<file path="config.mk">
export PLATFORM = sky130hd
export DESIGN_NAME = halt_ctrl
export DESIGN_NICKNAME = d
export VERILOG_FILES = /design/src/rtl/halt_ctrl_pkg.sv /design/src/rtl/halt_fifo.sv /design/src/rtl/halt_ctrl.sv
export SDC_FILE = /design/constraint.sdc
export NUM_CORES = 1
export LEC_CHECK = 0
export CAP_MARGIN = 25
export CORE_MARGIN = 5
export CORE_UTILIZATION = 50
export DETAILED_ROUTE_END_ITERATION = 12
export PLACE_DENSITY = 0.76
export SYNTH_ARGS = -nofsm -noshare
export SYNTH_HDL_FRONTEND = slang
export SYNTH_HIERARCHICAL = 1
export SYNTH_SLANG_ARGS = --single-unit
</file>
<file path="constraint.sdc">
create_clock -name clk -period 2.9 [get_ports clk]
set_clock_uncertainty 0.2 [all_clocks]
set_input_delay 0.435 -clock clk [delete_from_list [all_inputs] [get_ports clk]]
set_output_delay 0.435 -clock clk [all_outputs]
set_load 0.005 [all_outputs]
</file>
<file path="src/rtl/halt_ctrl_pkg.sv">
// Shared types and constants for the halt/console MMIO controller.
// Holds the FSM encoding, the register offset map and the watchdog exit code.
package halt_ctrl_pkg;

    localparam int unsigned ADDR_W  = 16;
    localparam int unsigned DATA_W  = 16;
    localparam int unsigned CON_W   = 8;
    localparam int unsigned CYCLE_W = 32;
    localparam int unsigned OFF_W   = 3;

    typedef enum logic [1:0] {
        ST_RUN    = 2'd0,
        ST_DRAIN  = 2'd1,
        ST_HALTED = 2'd2
    } state_e;

    localparam logic [OFF_W-1:0] OFF_CONSOLE  = 3'd0;
    localparam logic [OFF_W-1:0] OFF_EXIT     = 3'd1;
    localparam logic [OFF_W-1:0] OFF_CYCLE_LO = 3'd2;
    localparam logic [OFF_W-1:0] OFF_CYCLE_HI = 3'd3;
    localparam logic [OFF_W-1:0] OFF_STATUS   = 3'd4;

    localparam logic [DATA_W-1:0] WATCHDOG_RET = 16'hFFFF;

    // STATUS layout, full flag in bit 0.
    function automatic logic [DATA_W-1:0] pack_status(
        input logic overflow,
        input logic draining,
        input logic empty,
        input logic full
    );
        return {12'b0, overflow, draining, empty, full};
    endfunction

endpackage

</file>
<file path="src/rtl/halt_fifo.sv">
// Synchronous FIFO with occupancy counter; push and pop may coincide even when full.
// Head entry is presented on rdata while not empty.
module halt_fifo #(
    parameter int unsigned DEPTH = 4,
    parameter int unsigned WIDTH = 8
) (
    input  logic             clk,
    input  logic             rst_n,
    input  logic             push,
    input  logic             pop,
    input  logic [WIDTH-1:0] wdata,
    output logic [WIDTH-1:0] rdata,
    output logic             full,
    output logic             empty
);

    localparam int unsigned AW = (DEPTH > 1) ? $clog2(DEPTH) : 1;
    localparam int unsigned CW = $clog2(DEPTH + 1);

    logic [WIDTH-1:0] mem [DEPTH];
    logic [AW-1:0]    wr_ptr;
    logic [AW-1:0]    rd_ptr;
    logic [CW-1:0]    count;
    logic             do_push;
    logic             do_pop;

    assign do_pop  = pop && !empty;
    // A push into a full FIFO is only accepted when a pop frees the slot this cycle.
    assign do_push = push && (!full || do_pop);

    assign full  = (count == CW'(DEPTH));
    assign empty = (count == '0);
    assign rdata = mem[rd_ptr];

    always_ff @(posedge clk or negedge rst_n) begin
        if (!rst_n) begin
            for (int i = 0; i < int'(DEPTH); i++) begin
                mem[i] <= '0;
            end
            wr_ptr <= '0;
            rd_ptr <= '0;
            count  <= '0;
        end else begin
            if (do_push) begin
                mem[wr_ptr] <= wdata;
                wr_ptr      <= (wr_ptr == AW'(DEPTH - 1)) ? '0 : wr_ptr + AW'(1);
            end
            if (do_pop) begin
                rd_ptr <= (rd_ptr == AW'(DEPTH - 1)) ? '0 : rd_ptr + AW'(1);
            end
            case ({do_push, do_pop})
                2'b10:   count <= count + CW'(1);
                2'b01:   count <= count - CW'(1);
                default: count <= count;
            endcase
        end
    end

endmodule

</file>
<file path="src/rtl/halt_ctrl.sv">
// MMIO halt controller: console byte FIFO, exit register, cycle counter with watchdog.
// The program halts once the console has drained after an EXIT store or watchdog expiry.
module halt_ctrl
    import halt_ctrl_pkg::*;
#(
    parameter logic [15:0] BASE_ADDR   = 16'hFF00,
    parameter logic [31:0] CYCLE_LIMIT = 32'd500000,
    parameter int unsigned FIFO_DEPTH  = 4
) (
    input  logic        clk,
    input  logic        rst_n,
    input  logic        mem_we,
    input  logic        mem_re,
    input  logic [15:0] mem_addr,
    input  logic [15:0] mem_wdata,
    output logic [15:0] mem_rdata,
    output logic        con_valid,
    output logic [7:0]  con_data,
    input  logic        con_ready,
    output logic        is_halt,
    output logic [15:0] ret_val
);

    state_e              state;
    logic [CYCLE_W-1:0]  cycle;
    logic [DATA_W-1:0]   shadow;
    logic [DATA_W-1:0]   ret_q;
    logic [DATA_W-1:0]   rdata_q;
    logic [DATA_W-1:0]   ret_val_q;
    logic                halt_q;
    logic                overflow;

    logic                in_window;
    logic [OFF_W-1:0]    offset;
    logic                wr_hit;
    logic                con_wr;
    logic                exit_wr;
    logic                watchdog;
    logic                fifo_push;
    logic                fifo_pop;
    logic                fifo_full;
    logic                fifo_empty;
    logic [CON_W-1:0]    fifo_rdata;
    logic [DATA_W-1:0]   status;
    logic [DATA_W-1:0]   rd_val;

    // Window compare in 17 bits so a base near the top of the map cannot wrap.
    assign in_window = ({1'b0, mem_addr} >= {1'b0, BASE_ADDR}) &&
                       ({1'b0, mem_addr} <= ({1'b0, BASE_ADDR} + 17'd7));
    assign offset    = OFF_W'(mem_addr - BASE_ADDR);
    assign wr_hit    = mem_we && in_window;
    assign con_wr    = wr_hit && (offset == OFF_CONSOLE) && (state == ST_RUN);
    assign exit_wr   = wr_hit && (offset == OFF_EXIT) && (state == ST_RUN);
    assign watchdog  = (state == ST_RUN) && (cycle == (CYCLE_LIMIT - 32'd1));

    assign fifo_push = con_wr;
    assign fifo_pop  = !fifo_empty && con_ready;
    assign status    = pack_status(overflow, state == ST_DRAIN, fifo_empty, fifo_full);

    halt_fifo #(
        .DEPTH (FIFO_DEPTH),
        .WIDTH (CON_W)
    ) u_fifo (
        .clk   (clk),
        .rst_n (rst_n),
        .push  (fifo_push),
        .pop   (fifo_pop),
        .wdata (mem_wdata[CON_W-1:0]),
        .rdata (fifo_rdata),
        .full  (fifo_full),
        .empty (fifo_empty)
    );

    // Read mux; anything outside the decoded registers reads as zero.
    always_comb begin
        rd_val = '0;
        if (in_window) begin
            case (offset)
                OFF_CYCLE_LO: rd_val = cycle[15:0];
                OFF_CYCLE_HI: rd_val = shadow;
                OFF_STATUS:   rd_val = status;
                default:      rd_val = '0;
            endcase
        end
    end

    // Run/drain/halt sequencing with registered halt outputs.
    always_ff @(posedge clk or negedge rst_n) begin
        if (!rst_n) begin
            state     <= ST_RUN;
            ret_q     <= '0;
            halt_q    <= 1'b0;
            ret_val_q <= '0;
        end else begin
            case (state)
                ST_RUN: begin
                    if (exit_wr) begin
                        state <= ST_DRAIN;
                        ret_q <= mem_wdata;
                    end else if (watchdog) begin
                        state <= ST_DRAIN;
                        ret_q <= WATCHDOG_RET;
                    end
                end
                ST_DRAIN: begin
                    if (fifo_empty) begin
                        state     <= ST_HALTED;
                        halt_q    <= 1'b1;
                        ret_val_q <= ret_q;
                    end
                end
                ST_HALTED: begin
                    state <= ST_HALTED;
                end
                default: begin
                    state <= ST_RUN;
                end
            endcase
        end
    end

    // Saturating cycle counter, frozen once halted.
    always_ff @(posedge clk or negedge rst_n) begin
        if (!rst_n) begin
            cycle <= '0;
        end else if ((state != ST_HALTED) && (cycle != '1)) begin
            cycle <= cycle + CYCLE_W'(1);
        end
    end

    always_ff @(posedge clk or negedge rst_n) begin
        if (!rst_n) begin
            overflow <= 1'b0;
        end else if (con_wr && fifo_full && !fifo_pop) begin
            overflow <= 1'b1;
        end
    end

    // Load path; a CYCLE_LO read snapshots the upper half for a coherent 32-bit read.
    always_ff @(posedge clk or negedge rst_n) begin
        if (!rst_n) begin
            rdata_q <= '0;
            shadow  <= '0;
        end else if (mem_re) begin
            rdata_q <= rd_val;
            if (in_window && (offset == OFF_CYCLE_LO)) begin
                shadow <= cycle[31:16];
            end
        end
    end

    assign mem_rdata = rdata_q;
    assign is_halt   = halt_q;
    assign ret_val   = ret_val_q;
    assign con_valid = !fifo_empty;
    assign con_data  = fifo_rdata;

endmodule

</file>
==> metrics.csv <==
stage,metric,value,unit
placement,hpwl dp,11100,um
sta,endpoints failing setup,0,
sta,"Slew Viols, Final",0,
placement,placed inst area,0.00774,sq mm
logic_synthesis,post-synthesis net count,574,
logic_synthesis,post-synth top area cell,dfrtp_1,
floorplan,I/O Pins,79,
floorplan,Starting Density,51.4,%
setup_path,RR Endpoint,u_fifo/count[2],
sta,upper clock frequency limit,0.351,GHz
layout,Storage cell area,0.00348,sq mm
sta,RSZ-0062 raised after global routing,true,
placement,pre-CTS setup slack,-0.473,ns
drt,DR iter-0 viols,273,
placement,port buffer count,78,
hold_path,Hold WC Path Type,reg -> reg,
floorplan,die span in x,124,um
floorplan,total die area,0.0154,sq mm
clocking,"CTS clk-pin slew, worst paths",0.06,ns
pwr,Pwr Density,561,mW/mm^2
sta,PnR worst setup slack,0.0538,ns
pwr,Pleak,3.92,nW
logic_synthesis,Post-synth EDFFs,0,
drt,Vias,4646,
hold_path,worst hold endpoint,is_halt,
setup_path,CP startpoint kind,input port,
setup_path,critical path arrival,2.94,ns
floorplan,row cnt,41,
setup_path,CP cell instances,"clkdlybuf4s50_1, or2_2, nor4_4, nor3b_4, or2b_4, ha_4, inv_2, fa_2, xor2_1, nor2_1, xor2_1",
drt,routed vias/inst,5.69,
setup_path,R2R depth,12,
global_route,routing usage on met1,25.6,%
logic_synthesis,sequential area share after synthesis,53.4,%
drt,Pre-antenna DRT Iters,6,
floorplan,placeable core area,0.0127,sq mm
global_route,Global Route met2 Usage,35.7,%
clocking,CTS tree,yes,
logic_synthesis,"top cells by area, synth","dfrtp_1 (53%), mux2_2 (11%), mux2i_1 (2.8%)",
layout,n_diodes,0,
setup_path,"Top cell by count, worst path",xor2_1,
global_route,global-route met3 utilization,6.68,%
logic_synthesis,synth unique cells,57,
clocking,Worst-Skew Late Latency,0.42,ns
drt,Detail Route Antenna Nets,0,
layout,fin area,0.00842,sq mm
flow_run,max_cap viols,0,
logic_synthesis,top_reg_cell synth,dfrtp_1,
logic_synthesis,share of synthesized registers carrying an async set or reset,100,%
clocking,Num CTS Buffers,17,
floorplan,chip height,124,um
clocking,Clock Tree Buf Depth,2,
drt,drt drc,0,
global_route,grt peak-use layer,met2,
setup_path,CP max stage delay,0.40,ns
sta,min cycle time layout,2.85,ns
drt,Total Routed Length,15600,um
setup_path,Crit. End Element,register,
global_route,largest net degree at the start of global routing,52,
layout,Final nets,680,
logic_synthesis,share of the synthesized area in the top cell type,53.4,%
setup_path,critical path required time,3.00,ns
sta,period utilization,98.1,%
global_route,GRT Residual Overflow,0,
setup_path,Setup CP Type,in -> reg,
logic_synthesis,"flops & latches, synth",139,
logic_synthesis,yosys warns,6,
clocking,H-tree depth,4,
layout,multi-input logic area,0.00289,sq mm
global_route,initial antenna violation count,0,
global_route,all-layer global routing usage,21.7,%
logic_synthesis,"count leader, synth",dfrtp_1,
drt,routed len/inst,19.1,um
setup_path,worst-path fanout max,2,
pwr,VDD IR-drop max,0.331,mV
logic_synthesis,Mapped Area,0.00651,sq mm
clocking,CTS Root Cell,clkbuf_16,
sta,final hold vios,0,
sta,Worst Tran Pin Value,0.742,ns
hold_path,Hold Path Cell Cnt,1,
layout,Finished Core Util,66.4,%
layout,fillers,948,
global_route,first-pass GRT wire length,25300,um
logic_synthesis,leading cell types by count after synthesis,"dfrtp_1 (139), mux2_2 (66), inv_1 (28), nand2_1 (26), nor2_1 (23)",
logic_synthesis,Syn Area/Cell,12.4,sq um
layout,Area Overhead vs Synth,29.3,%
clocking,Sink Count,139,
hold_path,HP Start,is_halt,
outcome,status,completed,
global_route,vias in the first global route,5126,
setup_path,slowest CP cell,clkdlybuf4s50_1,
logic_synthesis,Post-Syn Instances,526,
placement,GP Congestion,0.884,
setup_path,R2R Path Start,state[0],
sta,max_slew headroom,50.4,%
setup_path,R2R Setup Slk,0.07,ns
layout,fraction of layout cells with a size suffix above 1,25.7,%
-- cell type report --
class                      count  share of cell area [%]
clock inverter                10                    1.66
tap                          172                    2.56
clock buffer                  22                    5.63
inverter                      28                    1.25
sequential                   139                    41.3
multi-input combinational    335                    34.4
timing repair buffer         111                    13.2
-- worst max-delay path, delay by kind of cell --
| family | cells | cell delay, ns |
|---|---|---|
| fa+ha+maj | 2 | 0.37 |
| simple gates | 5 | 1.36 |
| buf+inv | 2 | 0.46 |
| xor+xnor | 2 | 0.32 |
-- kinds of logic after synthesis --
kind of cell / count (synthesis) / synth area share, %
fa+ha+maj: 11 / 2.23
flops: 139 / 53.4
compound gates: 54 / 5.94
mux: 95 / 17.5
buf+inv: 52 / 3.17
xor+xnor: 29 / 3.90
simple gates: 146 / 13.8
-- state kept, by name, indices dropped and copies added, names as in the netlist --
name	count
state	2
shadow	16
ret_val	16
overflow	1
u_fifo/rd_ptr	2
is_halt	1
u_fifo/mem	32
u_fifo/wr_ptr	2
cycle	32
mem_rdata	16
ret_q	16
u_fifo/count	3
-- layout by cell type (no fill, tap or decap), drive strengths merged, types with 2 or more instances in the layout --
cell type / n
a21oi: 8
bufinv: 3
o21ai: 3
nand4b: 2
mux2i: 18
nor2: 29
or3: 2
nor4: 11
nor4b: 7
clkbuf: 22
xor2: 16
buf: 33
nand3: 16
o211ai: 2
and4: 3
dfrtp: 139
clkinv: 7
nor3: 11
and3: 8
and4b: 2
nor3b: 2
dlygate4sd2: 4
clkdlybuf4s50: 73
o2111ai: 2
nor2b: 4
a31oi: 2
ha: 10
xnor2: 13
nand4: 12
nand2b: 4
o21a: 2
mux4: 8
nand2: 26
mux2: 69
o22ai: 16
o22a: 16
inv: 28
-- stage by stage --
step | setup TNS [ns] | hold slack, ns | std cells | total power [mW]
after floorplan | 0 | -0.0606 | 526 | 2.32
after global placement | -6.87 | 0.242 | 782 | 2.50
after detailed placement | -7.30 | 0.273 | 782 | 2.52
after CTS | 0 | 0.290 | 816 | 4.77
after global routing | -0.0455 | 0.300 | 817 | 4.89
final | 0 | 0.276 | 817 | 4.72
-- report_power, final --
group          internal (mW)  leakage, nW  switching [mW]
Sequential              1.98         1.93           0.100
Clock                   1.42        0.304           0.790
Combinational          0.235         1.69           0.198
-- repair_timing --
action / 4_1_cts / 5_1_grt
setup buffers: 1 / 1
hold buffers: 1 / 0
resized for setup: 8 / 6
pin swaps: 7 / 2
hold endpoints to repair: 47 / 0
endpoints found under the setup margin: 2 / 9
-- layer usage --
| metal | vias to the layer above | share of wire [%] |
|---|---|---|
| met5 | - | 0 |
| met4 | 0 | 3.5 |
| met3 | 43 | 7.1 |
| met2 | 146 | 48 |
| met1 | 2333 | 41 |
| li1 | 2124 | - |
-- how the worst max path moves through the flow --
stage	start	end	slack, ns	depth (start not counted)
floorplan	mem_addr[6]	u_fifo/count[2]	0.06	10
global placement	mem_addr[6]	u_fifo/count[2]	-0.42	11
detailed placement	mem_addr[6]	u_fifo/count[2]	-0.47	11
CTS	u_fifo/rd_ptr[0]	con_data[6]	0.003	2
global route	state[0]	u_fifo/count[2]	-0.05	12
finish	mem_addr[5]	u_fifo/count[2]	0.05	11
Power figures use the tool's default switching activity.
